`config.mk`:
```
export PLATFORM = sky130hd
export DESIGN_NAME = swizzle_dram_to_cram
export DESIGN_NICKNAME = d
export VERILOG_FILES = /design/src/rtl/swizzle_dram_to_cram.sv
export SDC_FILE = /design/constraint.sdc
export NUM_CORES = 2
export LEC_CHECK = 0
export ABC_AREA = 0
export CAP_MARGIN = 20
export CORE_AREA = 3 3 462 510
export CTS_BUF_LIST = sky130_fd_sc_hd__clkbuf_4 sky130_fd_sc_hd__clkbuf_8 sky130_fd_sc_hd__clkbuf_16
export CTS_CLUSTER_DIAMETER = 80
export DETAILED_ROUTE_END_ITERATION = 8
export DIE_AREA = 0 0 465 513
export PLACE_DENSITY_LB_ADDON = 0.1
export SLEW_MARGIN = 5
export SYNTH_ARGS = -nofsm -noshare
export SYNTH_HDL_FRONTEND = slang
export SYNTH_SLANG_ARGS = --single-unit
export TNS_END_PERCENT = 20
```
`constraint.sdc`:
```
create_clock -name clk_i -period 11.3 [get_ports clk_i]
set_input_delay 2.26 -clock clk_i [delete_from_list [all_inputs] [get_ports clk_i]]
set_output_delay 2.26 -clock clk_i [all_outputs]
set_load 0.01 [all_outputs]
```
`src/rtl/swizzle_dram_to_cram.sv`:
```
// swizzle_dram_to_cram: corner-turns DWIDTH x DWIDTH tiles from DRAM rows into CRAM bit-columns via ping/pong buffers.
// Define SWIZZLE_DMA_BYPASS_EN to add dma_mode_i, which stores rows untransposed.
module swizzle_dram_to_cram #(
    parameter int DWIDTH     = 40,
    parameter int MEM_AWIDTH = 9,
    parameter int RAM_AWIDTH = 9,
    parameter int TWIDTH     = 8
) (
    input  logic                  clk_i,
    input  logic                  reset_i,
`ifdef SWIZZLE_DMA_BYPASS_EN
    input  logic                  dma_mode_i,
`endif
    input  logic                  start_i,
    input  logic [TWIDTH-1:0]     num_tiles_i,
    input  logic [MEM_AWIDTH-1:0] mem_ctrl_addr_start_i,
    input  logic [RAM_AWIDTH-1:0] ram_addr_start_i,
    output logic                  mem_ctrl_re_o,
    output logic [MEM_AWIDTH-1:0] mem_ctrl_addr_o,
    input  logic                  mem_ctrl_rvalid_i,
    input  logic [DWIDTH-1:0]     mem_ctrl_data_in_i,
    output logic                  ram_we_o,
    input  logic                  ram_ready_i,
    output logic [RAM_AWIDTH-1:0] ram_addr_o,
    output logic [DWIDTH-1:0]     ram_data_out_o,
    output logic                  busy_o,
    output logic                  done_o
);
    localparam int CW = $clog2(DWIDTH);
    localparam logic [CW-1:0] LAST = CW'(DWIDTH - 1);
    typedef enum logic [1:0] {L_IDLE, L_REQ, L_WAIT} l_state_t;
    typedef enum logic {U_IDLE, U_WRITE} u_state_t;
    l_state_t               l_state_q;
    u_state_t               u_state_q;
    logic                   busy_q, done_q, re_q, we_q, dma_q;
    logic                   load_ptr_q, unload_ptr_q;
    logic [1:0]             full_q;
    logic [TWIDTH-1:0]      tiles_req_q, tiles_left_q;
    logic [MEM_AWIDTH-1:0]  mem_addr_q;
    logic [RAM_AWIDTH-1:0]  ram_addr_q;
    logic [CW-1:0]          req_cnt_q, rv_cnt_q, col_q;
    logic [DWIDTH-1:0]      data_q;
    logic [DWIDTH-1:0]      buf_q [2][DWIDTH];
    logic                   accept, last_col, rv_take, sel_d;
    logic [CW-1:0]          col_d;
    logic [DWIDTH-1:0]      word_d;
    assign accept   = we_q && ram_ready_i;
    assign last_col = col_q == LAST;
    assign rv_take  = mem_ctrl_rvalid_i && l_state_q != L_IDLE;
    // Next word to present: following column, or column 0 of the other buffer after a tile ends.
    always_comb begin
        sel_d = (accept && last_col) ? ~unload_ptr_q : unload_ptr_q;
        col_d = (accept && !last_col) ? col_q + 1'b1 : '0;
        for (int i = 0; i < DWIDTH; i++)
            word_d[i] = dma_q ? buf_q[sel_d][col_d][i] : buf_q[sel_d][i][col_d];
    end
`ifdef SWIZZLE_DMA_BYPASS_EN
    always_ff @(posedge clk_i)
        dma_q <= reset_i ? 1'b0 : (start_i && !busy_q) ? dma_mode_i : dma_q;
`else
    assign dma_q = 1'b0;
`endif
    always_ff @(posedge clk_i)
        if (rv_take) buf_q[load_ptr_q][rv_cnt_q] <= mem_ctrl_data_in_i;
    always_ff @(posedge clk_i) begin
        if (reset_i) begin
            l_state_q    <= L_IDLE;
            u_state_q    <= U_IDLE;
            busy_q       <= 1'b0;
            done_q       <= 1'b0;
            re_q         <= 1'b0;
            we_q         <= 1'b0;
            load_ptr_q   <= 1'b0;
            unload_ptr_q <= 1'b0;
            full_q       <= '0;
            tiles_req_q  <= '0;
            tiles_left_q <= '0;
            mem_addr_q   <= '0;
            ram_addr_q   <= '0;
            req_cnt_q    <= '0;
            rv_cnt_q     <= '0;
            col_q        <= '0;
            data_q       <= '0;
        end else begin
            done_q <= 1'b0;
            if (start_i && !busy_q) begin
                busy_q       <= num_tiles_i != '0;
                done_q       <= num_tiles_i == '0;
                tiles_req_q  <= num_tiles_i;
                tiles_left_q <= num_tiles_i;
                mem_addr_q   <= mem_ctrl_addr_start_i;
                ram_addr_q   <= ram_addr_start_i;
            end
            case (l_state_q)
                L_IDLE: if (tiles_req_q != '0 && !full_q[load_ptr_q]) begin
                    l_state_q <= L_REQ;
                    re_q      <= 1'b1;
                    req_cnt_q <= '0;
                end
                L_REQ: begin
                    mem_addr_q <= mem_addr_q + 1'b1;
                    req_cnt_q  <= req_cnt_q + 1'b1;
                    if (req_cnt_q == LAST) begin
                        re_q        <= 1'b0;
                        l_state_q   <= L_WAIT;
                        tiles_req_q <= tiles_req_q - 1'b1;
                    end
                end
                default: ;
            endcase
            if (rv_take) begin
                rv_cnt_q <= (rv_cnt_q == LAST) ? '0 : rv_cnt_q + 1'b1;
                if (rv_cnt_q == LAST) begin
                    full_q[load_ptr_q] <= 1'b1;
                    load_ptr_q         <= ~load_ptr_q;
                    l_state_q          <= L_IDLE;
                end
            end
            if (u_state_q == U_IDLE && full_q[unload_ptr_q]) begin
                u_state_q <= U_WRITE;
                we_q      <= 1'b1;
            end
            if (accept || (u_state_q == U_IDLE && full_q[unload_ptr_q])) data_q <= word_d;
            if (accept) begin
                ram_addr_q <= ram_addr_q + 1'b1;
                col_q      <= col_d;
                if (last_col) begin
                    full_q[unload_ptr_q] <= 1'b0;
                    unload_ptr_q         <= ~unload_ptr_q;
                    tiles_left_q         <= tiles_left_q - 1'b1;
                    if (tiles_left_q == TWIDTH'(1) || !full_q[~unload_ptr_q]) begin
                        we_q      <= 1'b0;
                        u_state_q <= U_IDLE;
                    end
                    if (tiles_left_q == TWIDTH'(1)) begin
                        done_q <= 1'b1;
                        busy_q <= 1'b0;
                    end
                end
            end
        end
    end
    assign mem_ctrl_re_o   = re_q;
    assign mem_ctrl_addr_o = mem_addr_q;
    assign ram_we_o        = we_q;
    assign ram_addr_o      = ram_addr_q;
    assign ram_data_out_o  = data_q;
    assign busy_o          = busy_q;
    assign done_o          = done_q;
endmodule
```
# Word level (Yosys, flattened, before mapping)
# Memories as Yosys holds them, arrays and structs flattened.
# Index checks and enable logic that the tools add are counted.
[word_totals]
wordCells = 213
n_memories = 1
ramBits = 3200
reg_bits = 103
input_bits = 71
output_inout_bits = 62
[classes]
order_cmp = 8
n_eq_ne = 7
n_bitwise = 7
n_addsub = 7
mux = 138
n_reduce_logical = 28
[mem_list]
columns = ["name", "words", "width", "rd", "rd_ports_with_merged_regs", "write_ports", "line_no", "source"]
rows = [
  ["buf_q", 2, 1600, 1, 0, 1, "43", "logic [DWIDTH-1:0] buf_q [2][DWIDTH];"],
]
[ops]
columns = ["op", "n"]
rows = [
  ["$mux W1600", 1],
  ["$bmux W1 S6", 40],
  ["$demux W40 S6", 1],
  ["$mux W1", 68],
  ["$mux W8", 6],
  ["$mux W40", 1],
  ["$mux W9", 4],
  ["$add A6 B1 Y6 const B", 3],
  ["$add A9 B1 Y9 const B", 2],
  ["$eq A6 B6 Y1 const B", 3],
  ["$mux W2", 9],
  ["$mux W6", 3],
  ["$reduce_bool A8 Y1", 2],
  ["$sub A8 B1 Y8 const B", 2],
  ["$pmux W6 S2", 1],
  ["$logic_and A1 B1 Y1", 10],
  ["$eq A8 B1 Y1 const B", 1],
  ["$logic_not A8 Y1", 1],
  ["$reduce_bool A2 Y1", 4],
  ["$ge A7 B7 Y1 const B", 1],
  ["$lt A6 B7 Y1 const B", 1],
  ["$lt A7 B1 Y1 const B", 1],
  ["$not A6 Y7", 1],
  ["$lt A1 B2 Y1 const B", 3],
  ["15 further kinds", 26],
]

# Depth between registers and ports, before layout
[depth]
word_depth = 11
depth_mapped = 17
depth_no_buf = 9

# Least setup slack after synthesis
# Ideal clock, no wire load.
[synth_timing]
path_kind = "input -> register"
start = "input port mem_ctrl_rvalid_i"
end = "memory buf_q[0][760] (netlist bit) (enable)"
arrival_ps = 5597
stages = 4
n_path_buf = 1
slack_ps = 5216
setup_ps = 487
required_time_ps = 10813
cell_sequence = "o21a_1 > clkbuf_1 > nand3_1 > nor3_1"
[synth_between]
elab_chain_len = 3
[synth_lines]
columns = ["item", "line_no", "source"]
rows = [
  ["start, declared", "20", "input logic mem_ctrl_rvalid_i,"],
  ["$logic_and A1 B1 Y1", "49", "assign rv_take = mem_ctrl_rvalid_i && l_state_q != L_IDLE;"],
  ["$mux W1", "64", "if (rv_take) buf_q[load_ptr_q][rv_cnt_q] <= mem_ctrl_data_in_i;"],
  ["$mux W1600 (implied by the code)", "64", ""],
  ["end, declared", "43", ""],
]
# Every way passes these cells.

# Final worst setup path
[layout_timing]
start = "input port ram_ready_i"
end = "register data_q[30] (netlist: ram_data_out_o[30])"
[layout_between]
elab_chain_len = 6
elab_cells_between_ends = 9
classes_between = "mux (4); reduce/logical (4); memory (1)"
[layout_lines]
columns = ["item", "line_no", "source"]
rows = [
  ["start, declared", "23", "input logic ram_ready_i,"],
  ["$logic_and A1 B1 Y1 (*)", "47", "assign accept = we_q && ram_ready_i;"],
  ["$logic_and A1 B1 Y1", "52", "sel_d = (accept && last_col) ? ~unload_ptr_q : unload_ptr_q;"],
  ["$mux W1", "52", ""],
  ["$mem_v2 Z2 W1600", "--", ""],
  ["$bmux W1 S6", "55", "word_d[i] = dma_q ? buf_q[sel_d][col_d][i] : buf_q[sel_d][i][col_d];"],
  ["$mux W1 (implied by the code)", "55", ""],
  ["end signal, assigned", "123", "if (accept || (u_state_q == U_IDLE && full_q[unload_ptr_q])) data_q <= word_d;"],
  ["end, declared", "42", "logic [DWIDTH-1:0] data_q;"],
]
# Mark *: on every way between the ends. The rest lies on a longest branch, timed or not. The select of a mux whose other input is x is not followed.
# A chain may end at the register's enable or synchronous reset.

==> flow_summary.ini <==
[finish]
final_nets = 8818
drive_gt1_share_pct = 11.6
area_growth_pct = 12.3
nFillCells = 16429
stdcell_count = 12092
multi_input_comb_area_mm2 = 0.0313
ff_latch_area_mm2 = 0.0982

[cts]
cts.sinks = 3303
cts_setup_buffers = 0
clk_pin_slew_ns = 0.06
clk_latency_ns = 0.97
hold_buffers = 0
htreeDepth = 5
cts-resized-gates = 0
cts_buffers = 336
cts_tree = built
clockBufferDepth = 4
root_buffer = clkbuf_16

[logic_synthesis]
synth_area_per_cell_um2 = 15.2
yosys-top-cells-area = edfxtp_1 (73%), mux2i_1 (3.5%), a211oi_1 (2.8%)
synth_ff_type = edfxtp_1
synthCells = 8655
netlist_area_mm2 = 0.131
ys_ff_latch = 3303
synth_cell_types = 91
netlist.top_cell.by_area = edfxtp_1
async_flop_share_pct = 0
seq_area_frac_synth_pct = 74.6
post-synth-top-count-cell = edfxtp_1
netlist.area_leader.share_pct = 73.1
synth_common_cells = edfxtp_1 (3200), nand2_1 (717), nand3_1 (521)
synth_warnings = 0
synth-edff-count = 3200
syn-num-nets = 8735

[sta]
tns_ns = 0
rsz0062_at_grt = no
fin_crit_sh_pct = 62.5
max_clock_freq_ghz = 0.142
finalMaxSlewViolations = 0
tightest_slew_ns = 1.19
setup-violations-final = 0
slew_headroom_pct = 20.8
fin_ws_ns = 4.24
finalCriticalPeriod_ns = 7.06
fin_skew_ns = 0.0559
hold_viol = 0

[floorplanning]
die_w_um = 465
core_mm2 = 0.231
start_util_pct = 57.0
die-area_mm2 = 0.239
die_h_um = 513
boundaryPins = 133
row_count = 185

[min_path]
worstHoldStart = tiles_req_q[3]
holdPathEnd = tiles_req_q[3]
hold_depth = 1
hp-class = reg2reg

[worst_setup_path]
path_max_fanout = 117
worstSetupPathType = in2reg
reg2regPathDepth = 11
startpoint_type = primary input
worst_r2r_startpoint = unload_ptr_q
r2r_slack_ns = 5.10
end_kind = flop
rr_endpoint = ram_data_out_o[30]
cp.required_ns = 12.09
cp.arrival_ns = 7.85

[pwr]
peakVddDrop_mv = 0.199
p_leak_nw = 49.8
p_per_area_mw_per_mm2 = 167

[drt]
route.detailed.drc = 0
dr_total_vias = 84033
first_iter_violations = 12490
totalWireLength_um = 417000
avgRoutedWirePerCell_um = 34.5
ant_nets = 0
drt_pre_antenna_iters = 6
vias_per_cell = 6.95

[global_route]
antenna_found_initial = 46
grt_start_max_net_pins = 152
top_usage_layer = met2
grt_pass1_wl_um = 591000
met3_usage_pct = 7.77
grt_util_met2_pct = 53.8
grt_pass1_vias = 81071
met1_usage_pct = 47.3
overflow = 0
track_usage_pct = 34.6

[placed_design]
place_ws_ns = 3.43
gp_congestion = 0.863
dp_hpwl_um = 220000
port-buffer-count = 132
placed_cells = 11480

[flow_run]
cap_violations = 0

[status]
status = complete, no violations
## logic make-up after synthesis
kind of cell	count (synthesis)	share of synthesized area (%)
compound gates	1911	10.0
xor+xnor	18	0.120
fa+ha+maj	9	0.0856
buf+inv	674	2.22
flops	3303	74.6
mux	565	4.77
simple gates	2175	8.12
## metrics by stage
stage | power [W] | hold slack [ns] | util [%] | cell area (µm²)
after floorplan | 0.0138 | 0.457 | - | 131000
after detailed placement | 0.0142 | 0.489 | 59.4 | 137000
after global placement | 0.0142 | 0.471 | 59.3 | 137000
final | 0.0247 | 0.493 | 64.0 | 148000
after CTS | 0.0247 | 0.497 | 63.9 | 148000
after global routing | 0.0252 | 0.511 | 64.0 | 148000
## layer usage
metal / wire length, µm / share of wire [%]
met1: 154000 / 37
met2: 193000 / 46
met3: 50600 / 12
met4: 19700 / 4.7
met5: 77 / 0.018
## critical path: stages
cell and delay [ns]:
clkdlybuf4s50_1 0.61, nand4bb_1 0.29, nor3_4 0.06, buf_12 0.27, nor2_4 0.89, buf_12 0.59, buf_4 0.51, mux2_1 0.37
a2111oi_0 0.40, a31oi_1 0.20, o41ai_1 1.01, a211oi_1 0.17
## how the worst max path moves through the flow
stage,from,to,cells past startpoint
final,ram_ready_i,ram_data_out_o[30],12
after global placement,ram_ready_i,ram_data_out_o[30],12
after CTS,ram_ready_i,ram_data_out_o[30],12
after detailed placement,ram_ready_i,ram_data_out_o[30],12
after floorplan,mem_ctrl_rvalid_i,buf_q[0][760],4
after global routing,ram_ready_i,ram_data_out_o[30],12
## power by group
part	internal [W]	total, W	switching [W]
registers	0.0134	0.0135	0.0000154
clock network	0.00621	0.0107	0.00453
logic	0.0000627	0.000464	0.000402
total	0.0197	0.0247	0.00494
## state kept, by name (all words and copies together) (netlist names)
signal,cells
buf_q,3200
ram_data_out_o,40
mem_ctrl_addr_o,9
ram_addr_o,9
tiles_left_q,8
tiles_req_q,8
col_q,6
req_cnt_q,6
rv_cnt_q,6
full_q,2
l_state_q,2
busy_o,1
done_o,1
load_ptr_q,1
mem_ctrl_re_o,1
ram_we_o,1
u_state_q,1
unload_ptr_q,1
## cell type report
type	count	share of cell area, %
timing repair buffer	404	2.52
inverter	15	0.0381
antenna	19	0.0322
sequential	3303	66.5
clock inverter	152	0.814
clock buffer	436	6.30
tap	3085	2.61
multi-input combinational	4678	21.2
## cells in the final DEF (no fill, tap or decap), types with 91 or more instances in the layout
cell type	n
a211oi_1	490
a21oi_1	283
a31oi_1	143
and3_1	382
buf_4	274
clkbuf_16	342
clkdlybuf4s50_1	91
dfxtp_1	102
edfxtp_1	3200
mux2i_1	457
nand2_1	711
nand3_1	517
nor2_1	173
o21ai_0	341
o22a_1	113
No activity file was read; power rests on OpenSTA's default activity.
